--- src/rtl/fpi2c_target.sv ---
`default_nettype none
// ============================================================================
// Module   : fpi2c_target
// Purpose  : I2C target emulating an 8-bit register file for in-fabric tests
// Revision : 1.0
// ============================================================================
module fpi2c_target #(
    parameter logic [6:0] ADDR     = 7'h20,
    parameter int         NREGLOG2 = 3,
    parameter int         FILT     = 3
) (
    input  logic                          CLOCK,
    input  logic                          RESET,
    input  logic                          scli,
    input  logic                          sdai,
    output logic                          sdao,
    input  logic                          hwrite,
    input  logic [NREGLOG2-1:0]           hwaddr,
    input  logic [7:0]                    hwdata,
    output logic [8*(2**NREGLOG2)-1:0]    regsout,
    output logic                          busy,
    output logic                          wrstb,
    output logic [NREGLOG2-1:0]           wridx
);
    localparam int            NREG    = 2**NREGLOG2;
    localparam int            CW      = (FILT > 1) ? $clog2(FILT) : 1;
    localparam logic [CW-1:0] CNT_MAX = CW'(FILT - 1);

    typedef enum logic [2:0] {
        S_IDLE, S_ADDR, S_ACK, S_RDATA, S_MACK, S_PTR, S_WDATA, S_IGNORE
    } state_t;

    // Index 0 carries SCL, index 1 carries SDA through the conditioning chain.
    logic [1:0]    sync1_q, sync2_q, filt_q, prev_q;
    logic [CW-1:0] fcnt_q [2];

    always_ff @(posedge CLOCK) begin
        if (RESET) begin
            sync1_q <= 2'b11;
            sync2_q <= 2'b11;
            filt_q  <= 2'b11;
            prev_q  <= 2'b11;
            for (int i = 0; i < 2; i++) fcnt_q[i] <= '0;
        end else begin
            sync1_q <= {sdai, scli};
            sync2_q <= sync1_q;
            prev_q  <= filt_q;
            for (int i = 0; i < 2; i++) begin
                if (sync2_q[i] == filt_q[i]) begin
                    fcnt_q[i] <= '0;
                end else if (fcnt_q[i] == CNT_MAX) begin
                    filt_q[i] <= sync2_q[i];
                    fcnt_q[i] <= '0;
                end else begin
                    fcnt_q[i] <= fcnt_q[i] + 1'b1;
                end
            end
        end
    end

    logic scl_rise, scl_fall, start_det, stop_det;
    assign scl_rise  = filt_q[0] & ~prev_q[0];
    assign scl_fall  = ~filt_q[0] & prev_q[0];
    assign start_det = filt_q[0] & prev_q[0] & prev_q[1] & ~filt_q[1];
    assign stop_det  = filt_q[0] & prev_q[0] & ~prev_q[1] & filt_q[1];

    state_t              state_q, state_d;
    logic [3:0]          bcnt_q, bcnt_d;
    logic [7:0]          sh_q, sh_d;
    logic                sdao_q, sdao_d, rw_q, rw_d, ptrok_q, ptrok_d;
    logic                busy_q, busy_d, wrstb_q, wrstb_d;
    logic [NREGLOG2-1:0] ptr_q, ptr_d, wridx_q, wridx_d;
    logic [7:0]          regs_q [NREG];
    logic [7:0]          rx_byte, rd_byte;
    logic                i2c_we;

    assign rx_byte = {sh_q[6:0], filt_q[1]};
    assign rd_byte = regs_q[ptr_q];

    always_ff @(posedge CLOCK) begin
        if (RESET) begin
            state_q <= S_IDLE;
            bcnt_q  <= '0;
            sh_q    <= '0;
            sdao_q  <= 1'b1;
            rw_q    <= 1'b0;
            ptrok_q <= 1'b0;
            busy_q  <= 1'b0;
            wrstb_q <= 1'b0;
            ptr_q   <= '0;
            wridx_q <= '0;
        end else begin
            state_q <= state_d;
            bcnt_q  <= bcnt_d;
            sh_q    <= sh_d;
            sdao_q  <= sdao_d;
            rw_q    <= rw_d;
            ptrok_q <= ptrok_d;
            busy_q  <= busy_d;
            wrstb_q <= wrstb_d;
            ptr_q   <= ptr_d;
            wridx_q <= wridx_d;
        end
    end

    always_comb begin
        state_d = state_q;
        bcnt_d  = bcnt_q;
        sh_d    = sh_q;
        sdao_d  = sdao_q;
        rw_d    = rw_q;
        ptrok_d = ptrok_q;
        busy_d  = busy_q;
        ptr_d   = ptr_q;
        wridx_d = wridx_q;
        wrstb_d = 1'b0;
        i2c_we  = 1'b0;
        if (stop_det) begin
            state_d = S_IDLE;
            sdao_d  = 1'b1;
            busy_d  = 1'b0;
        end else if (start_det) begin
            state_d = S_ADDR;
            bcnt_d  = '0;
            sdao_d  = 1'b1;
            ptrok_d = 1'b0;
        end else begin
            unique case (state_q)
                S_ADDR, S_PTR, S_WDATA: begin
                    if (scl_rise && bcnt_q < 4'd8) begin
                        sh_d   = rx_byte;
                        bcnt_d = bcnt_q + 4'd1;
                        if (state_q == S_WDATA && bcnt_q == 4'd7) begin
                            i2c_we  = 1'b1;
                            wrstb_d = 1'b1;
                            wridx_d = ptr_q;
                            ptr_d   = ptr_q + 1'b1;
                        end
                    end else if (scl_fall && bcnt_q == 4'd8) begin
                        bcnt_d  = '0;
                        sdao_d  = 1'b0;
                        state_d = S_ACK;
                        if (state_q == S_ADDR) begin
                            rw_d = sh_q[0];
                            if (sh_q[7:1] == ADDR) begin
                                busy_d = 1'b1;
                            end else begin
                                busy_d  = 1'b0;
                                sdao_d  = 1'b1;
                                state_d = S_IGNORE;
                            end
                        end else if (state_q == S_PTR) begin
                            ptr_d   = sh_q[NREGLOG2-1:0];
                            ptrok_d = 1'b1;
                        end
                    end
                end
                S_ACK: begin
                    if (scl_fall) begin
                        sdao_d = 1'b1;
                        bcnt_d = '0;
                        if (rw_q) begin
                            sh_d    = rd_byte;
                            sdao_d  = rd_byte[7];
                            state_d = S_RDATA;
                        end else if (ptrok_q) begin
                            state_d = S_WDATA;
                        end else begin
                            state_d = S_PTR;
                        end
                    end
                end
                S_RDATA: begin
                    if (scl_rise) begin
                        bcnt_d = bcnt_q + 4'd1;
                    end else if (scl_fall) begin
                        if (bcnt_q == 4'd8) begin
                            sdao_d  = 1'b1;
                            state_d = S_MACK;
                        end else begin
                            sh_d   = {sh_q[6:0], 1'b0};
                            sdao_d = sh_q[6];
                        end
                    end
                end
                S_MACK: begin
                    // bcnt 9 marks that the controller acknowledged and the pointer already moved.
                    if (scl_rise) begin
                        if (filt_q[1]) begin
                            state_d = S_IGNORE;
                        end else begin
                            ptr_d  = ptr_q + 1'b1;
                            bcnt_d = 4'd9;
                        end
                    end else if (scl_fall && bcnt_q == 4'd9) begin
                        sh_d    = rd_byte;
                        sdao_d  = rd_byte[7];
                        bcnt_d  = '0;
                        state_d = S_RDATA;
                    end
                end
                default: ;
            endcase
        end
    end

    // The I2C write is placed last so it wins a same-cycle host write.
    always_ff @(posedge CLOCK) begin
        if (RESET) begin
            for (int i = 0; i < NREG; i++) regs_q[i] <= '0;
        end else begin
            if (hwrite) regs_q[hwaddr] <= hwdata;
            if (i2c_we) regs_q[ptr_q] <= rx_byte;
        end
    end

    generate
        for (genvar g = 0; g < NREG; g++) begin : g_regsout
            assign regsout[8*g +: 8] = regs_q[g];
        end
    endgenerate

    assign sdao  = sdao_q;
    assign busy  = busy_q;
    assign wrstb = wrstb_q;
    assign wridx = wridx_q;
endmodule
`default_nettype wire

--- config.mk ---
export PLATFORM = sky130hd
export DESIGN_NAME = fpi2c_target
export DESIGN_NICKNAME = d
export VERILOG_FILES = /design/src/rtl/fpi2c_target.sv
export SDC_FILE = /design/constraint.sdc
export NUM_CORES = 1
export LEC_CHECK = 0
export ABC_AREA = 0
export BUFFER_PORTS_ARGS = -buffer_cell sky130_fd_sc_hd__buf_2
export CORE_ASPECT_RATIO = 1.4
export CORE_MARGIN = 10
export CORE_UTILIZATION = 58
export CTS_CLUSTER_SIZE = 10
export DETAILED_ROUTE_END_ITERATION = 10
export GPL_TIMING_DRIVEN = 0
export HOLD_SLACK_MARGIN = 0.05
export PLACE_DENSITY = 0.9
export RECOVER_POWER = 25
export SYNTH_ARGS = -nofsm -noshare
export SYNTH_HDL_FRONTEND = slang
export SYNTH_SLANG_ARGS = --single-unit
--- constraint.sdc ---
create_clock -name CLOCK -period 3.4 [get_ports CLOCK]
set_clock_uncertainty 0.2 [all_clocks]
set_input_delay 0.17 -clock CLOCK [delete_from_list [all_inputs] [get_ports CLOCK]]
set_output_delay 0.17 -clock CLOCK [all_outputs]
set_load 0.1 [all_outputs]
==> reports/qor.csv, run 1 <==
stage;metric;value;unit
logic_synthesis;netlist.top_cell.by_area;edfxtp_1;
final_layout;antenna_cells;0;
timing;relSlewSlack;18.4;%
setup_path;critical_path.max_fanout;10;
global_route;antenna_found_initial;0;
logic_synthesis;synth_area_leaders;edfxtp_1 35%, dfxtp_1 13%, nand2_1 9.4%, mux4_2 6.1%, o21ai_1 4.8%;
global_route;grt_pass1_wl;29300;um
timing;period_share;89.0;%
logic_synthesis;synthSimpleGateAreaFrac;22.3;%
timing;worst_slew_pin_slew;1.21;ns
routing;routed_wl;18700;um
global_route;grt_use_total;25.3;%
final_layout;fillers;826;
setup_path;critPathKind;reg2reg;
clocking;cts_tree;built;
clocking;numCtsBuffers;9;
global_route;overflow;0;
floorplanning;coreArea;0.00990;mm2
setup_path;cp_slowest_cell;or3_1;
logic_synthesis;synthTopCellsByCount;147 x nand2_1, 68 x edfxtp_1, 57 x o21ai_1;
min_path;hold_depth;3;
setup_path;r2r_cells;7;
logic_synthesis;synth_edf_count;68;
setup_path;r2r_end;regs_q[7][2];
final_layout;layout-drive-gt1-share;14.6;%
placement;gp_routability_congestion;0.941;
setup_path;path_delay_family;simple AND/OR/NAND/NOR gates;
logic_synthesis;synth_top_family_by_area;simple AND/OR/NAND/NOR gates;
logic_synthesis;muxShareOfSynthArea;8.89;%
clocking;cts-root-buf;clkbuf_16;
logic_synthesis;synthCells;608;
routing;drt-initial-drc-count;471;
floorplanning;die_h;139;um
clocking;cts_buffer_depth;2;
logic_synthesis;synth_warnings;0;
timing;hold_viol;0;
setup_path;crit_chain;buf_6 -> or3b_4 -> or3_1 -> buf_6 -> buf_12 -> nor3_4 -> or3_1;
power_and_ir_drop;powerDensity;547;mW/mm2
floorplanning;io_pins;86;
logic_synthesis;synth_fa_ha_area_share;1.27;%
final_layout;final-seq-area;0.00278;mm2
clocking;cts.htree.levels;3;
setup_path;reg2reg_from;prev_q[0];
final_layout;multi_input_area;0.00278;mm2
logic_synthesis;syn_area;0.00590;mm2
floorplanning;num_rows;43;
setup_path;cp_num_buf_inv;3;
logic_synthesis;synth_flop_cell;edfxtp_1;
timing;rsz0062_at_grt;no;
outcome;status;finished, final reports clean;
logic_synthesis;synth_seq_cells;105;
global_route;grt_start_max_net_pins;19;
logic_synthesis;synth_compound_area_share;13.9;%
routing;drcViolationCount;0;
clocking;cts_resized;0;
placement;place_hpwl;13600;um
min_path;hp-start;hwdata[0];
logic_synthesis;ys_async_sr_fraction;0;%
clocking;post_cts_buffers;0;
timing;max_freq;0.330;GHz
routing;first_pass_iters;7;
timing;fin_ws;0.373;ns
placement;place_ws;0.413;ns
flow_run;maxCapViolations;0;
setup_path;end_kind;flip-flop;
logic_synthesis;synthXorXnorAreaFrac;0.446;%
clocking;clk_latency;0.35;ns
logic_synthesis;synth_top_area_share;34.6;%
clocking;path_clk_slew;0.08;ns
timing;setup_tns;0;ns
power_and_ir_drop;leakage;2.31;nW
floorplanning;die_area;0.0147;mm2
timing;drv_slew;0;
floorplanning;initial_utilization;59.6;%
logic_synthesis;syn_area_per_cell;9.70;um2
routing;final_antenna_net_count;0;
logic_synthesis;ys_seq_area_share;47.2;%
timing;setup_viol;0;
logic_synthesis;yosysMostFrequentCell;nand2_1;
min_path;hold_class;in2reg;
clocking;clock-sinks;105;
placement;portBuffers;75;
timing;period_needed;3.03;ns
setup_path;crit_required;3.20;ns
setup_path;cpPeakStageDelay;0.48;ns
setup_path;r2r_setup_slack;0.37;ns
setup_path;startpoint_type;flip-flop;
floorplanning;die_x;105;um
routing;routedWlPerCell;22.3;um
power_and_ir_drop;ir_drop;0.000379;V
global_route;grt_pass1_vias;5431;
final_layout;fin_nets;722;
min_path;hold_end;regs_q[1][0];
final_layout;syn_to_final_growth;13.6;%
setup_path;critical_path_arrival;2.83;ns
logic_synthesis;yosysUniqueCellTypes;61;
routing;vias_per_cell;6.37;
routing;dr_total_vias;5348;
-- stage by stage --
step	total power, W	instances	hold WS [ns]	util, %	cell area [um2]
2_1_floorplan	0.00242	611	0.0738	-	5910
3_3_place_gp	0.00265	821	0.156	65.2	6450
3_5_place_dp	0.00267	822	0.157	65.3	6460
4_1_cts	0.00366	840	0.0964	68.3	6760
5_1_grt	0.00379	840	0.139	67.7	6700
6_report	0.00367	840	0.110	67.7	6700
-- flip-flops by register name (all words and copies together), names as in the netlist, 2 cells and up, named ones only --
signal and count:
state_q 3, bcnt_q 4, fcnt_q 4, sync2_q 2, sh_q 8, sync1_q 2
wridx 3, ptr_q 3, filt_q 2, prev_q 2, regs_q 64
-- placed cells by master, fill, tap and decap left out, types with 6 or more instances in the layout --
cell type / synthesis / routed
nand2_1: 147 / 147
clkbuf_1: 20 / 74
edfxtp_1: 68 / 68
o21ai_1: 57 / 57
dfxtp_1: 37 / 37
nor2_1: 36 / 36
buf_2: 7 / 29
a21oi_1: 17 / 17
mux4_2: 16 / 16
or3_1: 15 / 15
buf_6: 13 / 13
nor3_1: 13 / 13
mux2i_1: 13 / 13
inv_1: 11 / 11
nand3_1: 11 / 11
nand2b_1: 9 / 9
clkbuf_16: 0 / 9
buf_1: 8 / 8
nor3_4: 8 / 8
o21ai_2: 8 / 8
o2bb2ai_1: 8 / 8
o21ai_0: 6 / 6
o211ai_1: 6 / 6
or2_2: 6 / 6
ha_1: 6 / 6
-- layer usage --
metal / share of wire, % / global-route usage [%] / vias up
met4: 6.1 / 15.4 / 0
li1: - / - / 2359
met1: 33 / 27.2 / 2492
met3: 9.8 / 6.10 / 91
met5: 0 / 0 / -
met2: 51 / 43.5 / 406
-- cell type report --
type                       count  area share (%)
clock buffer                  10            3.42
multi-input combinational    446            41.5
buffer                        49            4.58
tap                          135            2.52
sequential                   105            41.5
timing repair buffer          78            5.06
clock inverter                 6           0.747
inverter                      11           0.616
-- worst register-to-register path, cell delays in order (launching register included) --
cell and delay, ns:
dfxtp_1 0.31, buf_6 0.13, or3b_4 0.40, or3_1 0.41, buf_6 0.17, buf_12 0.15, nor3_4 0.42, or3_1 0.48
-- worst max path at each step --
| stage | from | end | slack [ns] | depth (start not counted) |
|---|---|---|---|---|
| 6_report | prev_q[0] | regs_q[7][2] | 0.37 | 7 |
| 3_5_place_dp | prev_q[0] | regs_q[7][6] | 0.41 | 7 |
| 4_1_cts | prev_q[0] | regs_q[7][2] | 0.40 | 7 |
| 3_3_place_gp | prev_q[0] | regs_q[7][3] | 0.44 | 7 |
| 2_1_floorplan | prev_q[0] | regs_q[4][0] | 0.84 | 7 |
| 5_1_grt | prev_q[0] | regs_q[7][4] | 0.26 | 7 |
-- timing repair --
item                                   CTS  global route
endpoints found under the hold margin    2             0
hold buffers                             2             0
setup endpoints to repair                0             0
-- where the power goes --
group / leakage (nW) / switching (W) / internal (W)
clock network: 0.130 / 0.000496 / 0.000506
registers: 0.973 / 0.0000635 / 0.00143
logic: 1.21 / 0.000882 / 0.000286
total: 2.31 / 0.00144 / 0.00223
-- logic make-up (layout without fill, tap and decap cells) --
logic type,Yosys count,in the layout
and+or+nand+nor,271,271
AOI/OAI and AO/OA,130,130
DFF,105,105
buffers and inverters,60,154
muxes,32,32
adders and majority gates,6,6
xor gates and xnor gates,3,3
other,1,4
Power figures use the tool's default switching activity.
==> run 2: changes to the inputs <==
--- a/config.mk
+++ b/config.mk
@@ -12,7 +12,6 @@
 export CORE_UTILIZATION = 58
 export CTS_CLUSTER_SIZE = 10
 export DETAILED_ROUTE_END_ITERATION = 10
-export GPL_TIMING_DRIVEN = 0
 export HOLD_SLACK_MARGIN = 0.05
 export PLACE_DENSITY = 0.9
 export RECOVER_POWER = 25
==> constraint.sdc (replaced) <==
create_clock -name CLOCK -period 3.4 [get_ports CLOCK]
set_clock_uncertainty 0.2 [all_clocks]
set_input_delay 0.17 -clock CLOCK [delete_from_list [all_inputs] [get_ports CLOCK]]
set_output_delay 0.17 -clock CLOCK [all_outputs]
set_load 0.05 [all_outputs]
==> reports/qor.csv, run 2 (synthesis gave the netlist of run 1 again) <==
stage;metric;value;unit
floorplanning;die_h;139;um
global_route;grt_start_max_net_pins;25;
global_route;grt_pass1_vias;5396;
final_layout;syn_to_final_growth;12.6;%
clocking;numCtsBuffers;9;
clocking;cts_buffer_depth;2;
routing;dr_total_vias;5329;
timing;drv_slew;0;
floorplanning;die_area;0.0147;mm2
power_and_ir_drop;leakage;2.32;nW
placement;portBuffers;85;
clocking;cts_resized;0;
floorplanning;io_pins;86;
timing;relSlewSlack;22.3;%
timing;period_share;92.3;%
final_layout;final_cell_mix;147 x nand2_1, 68 x edfxtp_1, 59 x clkbuf_1;
clocking;cts-root-buf;clkbuf_16;
placement;gp_routability_congestion;0.924;
clocking;clock-sinks;105;
final_layout;largest-register;regs_q;
routing;vias_per_cell;6.48;
setup_path;critical_path.max_fanout;14;
timing;rsz0062_at_grt;no;
clocking;path_clk_slew;0.08;ns
final_layout;reg_top3;regs_q (64), sh_q (8);
timing;setup_tns;0;ns
floorplanning;num_rows;43;
routing;routedWlPerCell;22.4;um
final_layout;layout-drive-gt1-share;15.6;%
timing;hold_viol;0;
floorplanning;initial_utilization;59.6;%
setup_path;end_kind;flip-flop;
clocking;clk_latency;0.36;ns
clocking;cts_tree;built;
global_route;antenna_found_initial;0;
floorplanning;coreArea;0.00990;mm2
timing;setup_viol;0;
setup_path;critical_path_arrival;2.95;ns
placement;place_ws;0.437;ns
final_layout;largest_register_ffs;64;
setup_path;crit_required;3.21;ns
setup_path;critPathKind;in2reg;
timing;period_needed;3.14;ns
floorplanning;die_x;105;um
min_path;hp-start;hwdata[0];
final_layout;antenna_cells;0;
setup_path;startpoint_type;input port;
global_route;grt_use_total;25.1;%
power_and_ir_drop;powerDensity;548;mW/mm2
timing;max_freq;0.319;GHz
global_route;overflow;0;
setup_path;startpoint;RESET;
clocking;postCtsHoldBufs;3;
final_layout;multi_input_area;0.00278;mm2
min_path;hold_class;in2reg;
clocking;post_cts_buffers;0;
setup_path;reg2reg_from;filt_q[0];
routing;final_antenna_net_count;0;
routing;drcViolationCount;0;
global_route;grt_pass1_wl;29000;um
final_layout;fin_nets;705;
power_and_ir_drop;finalPower;0.00364;W
final_layout;final-seq-area;0.00278;mm2
clocking;cts.htree.levels;3;
final_layout;fillers;769;
routing;first_pass_iters;7;
routing;routed_wl;18500;um
timing;fin_ws;0.263;ns
flow_run;maxCapViolations;0;
power_and_ir_drop;ir_drop;0.000310;V
final_layout;final_common_cell;nand2_1;
placement;place_hpwl;13000;um
outcome;status;finished, final reports clean;
timing;worst_slew_pin_slew;1.16;ns
routing;drt-initial-drc-count;618;
-- run 2: worst max-delay path, cell delays in order --
cell           delay [ns]
dlygate4sd3_1        0.54
clkbuf_1             0.32
inv_1                0.16
clkbuf_1             0.56
nand3_1              0.45
nor3_4               0.30
or3_1                0.43
-- run 2: power by group --
group	internal, W	switching [W]
Combinational	0.000297	0.000667
Clock	0.000653	0.000508
Sequential	0.00143	0.0000765
-- run 2: stage by stage --
stage | instances | utilization (%) | area, um2 | hold WS [ns]
after CTS | 823 | 67.8 | 6710 | 0.0579
after global routing | 823 | 67.1 | 6640 | 0.0812
after floorplan | 611 | - | 5910 | 0.0738
after global placement | 804 | 64.2 | 6360 | 0.158
after detailed placement | 804 | 64.2 | 6360 | 0.157
final | 823 | 67.1 | 6640 | 0.0719
-- run 2: area by class of cell --
class | count | area share, %
clock inverter | 7 | 1.49
inverter | 11 | 0.622
timing repair buffer | 110 | 8.20
multi-input combinational | 446 | 41.8
sequential | 105 | 41.9
clock buffer | 9 | 3.39
tap | 135 | 2.54
-- run 2: final timing paths --
path | slack (ns) | end | cells past startpoint
worst max register to register | 0.30 | regs_q[1][6] | 4
worst min-delay path | 0.07 | regs_q[2][0] | 3
worst max-delay path | 0.26 | regs_q[1][6] | 7
worst min register to register | 0.22 | sync2_q[0] | 1
-- run 2: per-layer routing --
metal	share of wire [%]	track usage [%]	wire length, um	vias up
met3	12	6.15	2140	98
met5	0	0	0	-
met4	7.7	18.7	1410	0
li1	-	-	-	2327
met1	31	26.8	5790	2457
met2	49	41.8	9110	447
==> run 3: changes to the inputs <==
==> constraint.sdc (replaced) <==
create_clock -name CLOCK -period 3.4 [get_ports CLOCK]
set_clock_uncertainty 0.2 [all_clocks]
set_input_delay 0.68 -clock CLOCK [delete_from_list [all_inputs] [get_ports CLOCK]]
set_output_delay 0.68 -clock CLOCK [all_outputs]
set_load 0.05 [all_outputs]
==> reports/qor.csv, run 3 (synthesis gave the netlist of run 1 again) <==
stage;metric;value;unit
clocking;postCtsHoldBufs;0;
final_layout;final_cell_area;0.00659;mm2
final_layout;final_common_cell;nand2_1;
power_and_ir_drop;power.internal;0.00224;W
routing;routed_wl;17700;um
global_route;grt_start_max_net_pins;25;
routing;final_antenna_net_count;0;
power_and_ir_drop;switchingPower;0.00121;W
flow_run;maxCapViolations;0;
clocking;cts.htree.levels;3;
timing;period_needed;2.98;ns
timing;max_freq;0.336;GHz
setup_path;startpoint_type;flip-flop;
routing;first_pass_iters;5;
clocking;numCtsBuffers;9;
final_layout;final_cell_mix;147 x nand2_1, 68 x edfxtp_1, 57 x o21ai_1;
clocking;cts_buffer_depth;2;
timing;setup_tns;0;ns
setup_path;crit_end;ptr_q[1];
floorplanning;initial_utilization;59.6;%
power_and_ir_drop;swShare;35.1;%
final_layout;antenna_cells;0;
placement;place_hpwl;13200;um
final_layout;largest_register_ffs;64;
power_and_ir_drop;ir_drop;0.000351;V
power_and_ir_drop;seqPwrFrac;43.8;%
setup_path;critPathKind;reg2reg;
clocking;clk_latency;0.36;ns
global_route;antenna_found_initial;0;
setup_path;startpoint;filt_q[0];
floorplanning;die_area;0.0147;mm2
final_layout;fillers;788;
clocking;path_clk_slew;0.07;ns
timing;setup_viol;0;
power_and_ir_drop;leakage;2.31;nW
power_and_ir_drop;powerDensity;524;mW/mm2
global_route;grt_pass1_wl;27900;um
final_layout;fin_nets;706;
routing;drt-initial-drc-count;611;
placement;portBuffers;85;
floorplanning;num_rows;43;
outcome;status;finished, final reports clean;
timing;worst_slew_pin_slew;0.995;ns
placement;place_area;0.00639;mm2
timing;drv_slew;0;
floorplanning;io_pins;86;
clocking;clock-sinks;105;
setup_path;r2r_setup_slack;0.42;ns
final_layout;reg_top3;regs_q (64), sh_q (8);
setup_path;critical_path.max_fanout;13;
setup_path;end_kind;flip-flop;
timing;rsz0062_at_grt;no;
setup_path;r2r_end;ptr_q[1];
setup_path;critical_path_arrival;3.02;ns
clocking;cts-root-buf;clkbuf_16;
power_and_ir_drop;combPwrFrac;27.7;%
min_path;hold_class;reg2reg;
clocking;cts_tree;built;
placement;gp_routability_congestion;0.944;
global_route;overflow;0;
setup_path;crit_required;3.44;ns
floorplanning;die_h;139;um
global_route;grt_pass1_vias;5149;
setup_path;r2r_cells;5;
floorplanning;die_x;105;um
power_and_ir_drop;finalPower;0.00346;W
final_layout;final_util;66.6;%
floorplanning;coreArea;0.00990;mm2
timing;relSlewSlack;33.2;%
final_layout;layout-drive-gt1-share;17.0;%
power_and_ir_drop;p_clk_share;28.5;%
routing;vias_per_cell;6.36;
clocking;cts_resized;0;
clocking;post_cts_buffers;0;
timing;hold_viol;0;
global_route;grt_use_total;23.9;%
final_layout;largest-register;regs_q;
setup_path;reg2reg_from;filt_q[0];
routing;dr_total_vias;5239;
timing;period_share;87.5;%
final_layout;syn_to_final_growth;11.8;%
routing;drcViolationCount;0;
routing;routedWlPerCell;21.5;um
==> run 3: per-stage QoR <==
step | worst slack (ns) | hold WS, ns | std cells
4_1_cts | 0.453 | 0.232 | 824
6_report | 0.424 | 0.231 | 824
3_3_place_gp | 0.560 | 0.203 | 808
2_1_floorplan | 0.841 | 0.189 | 611
5_1_grt | 0.303 | 0.262 | 824
3_5_place_dp | 0.495 | 0.211 | 808
==> run 3: power by group through the flow <==
stage | registers, W | logic [W] | clock network [W]
global route | 0.00152 | 0.00103 | 0.00103
global placement | 0.00153 | 0.000930 | 0
finish | 0.00151 | 0.000957 | 0.000987
detailed placement | 0.00153 | 0.000950 | 0
floorplan | 0.00168 | 0.000555 | 0
CTS | 0.00151 | 0.000953 | 0.000982
==> run 3: critical path, stage by stage, from the launching register on <==
cell and delay, ns:
dfxtp_1 0.54, or3b_4 0.44, or3_1 0.75, a21boi_1 0.32
or2_1 0.27, a211oi_1 0.35
==> run 3: routing by layer <==
layer | global-route usage [%] | vias to the layer above | part of all wire (%)
met5 | 0 | - | 0
met4 | 15.1 | 0 | 6.0
met3 | 4.99 | 75 | 10
met2 | 40.8 | 385 | 51
met1 | 26.4 | 2450 | 33
li1 | - | 2329 | -
==> run 3: how the worst min path moves through the flow <==
stage                     startpoint         end  slack (ns)  cells past startpoint
after floorplan           sync1_q[0]  sync2_q[0]        0.19                      1
final                     sync1_q[1]  sync2_q[1]        0.23                      1
after global routing      sync1_q[1]  sync2_q[1]        0.26                      1
after detailed placement  sync1_q[0]  sync2_q[0]        0.21                      1
after global placement    sync1_q[0]  sync2_q[0]        0.20                      1
after CTS                 sync1_q[0]  sync2_q[0]        0.23                      1
==> run 3: area by class of cell <==
cell class | instances | area [um2] | share of cell area (%)
flip-flops and latches | 105 | 2780 | 42.2
multi-input cells | 446 | 2780 | 42.1
repair buffers | 111 | 549 | 8.33
clock buffers | 11 | 243 | 3.68
well taps | 135 | 169 | 2.56
inverters | 11 | 41.3 | 0.626
clock inverters | 5 | 31.3 | 0.474
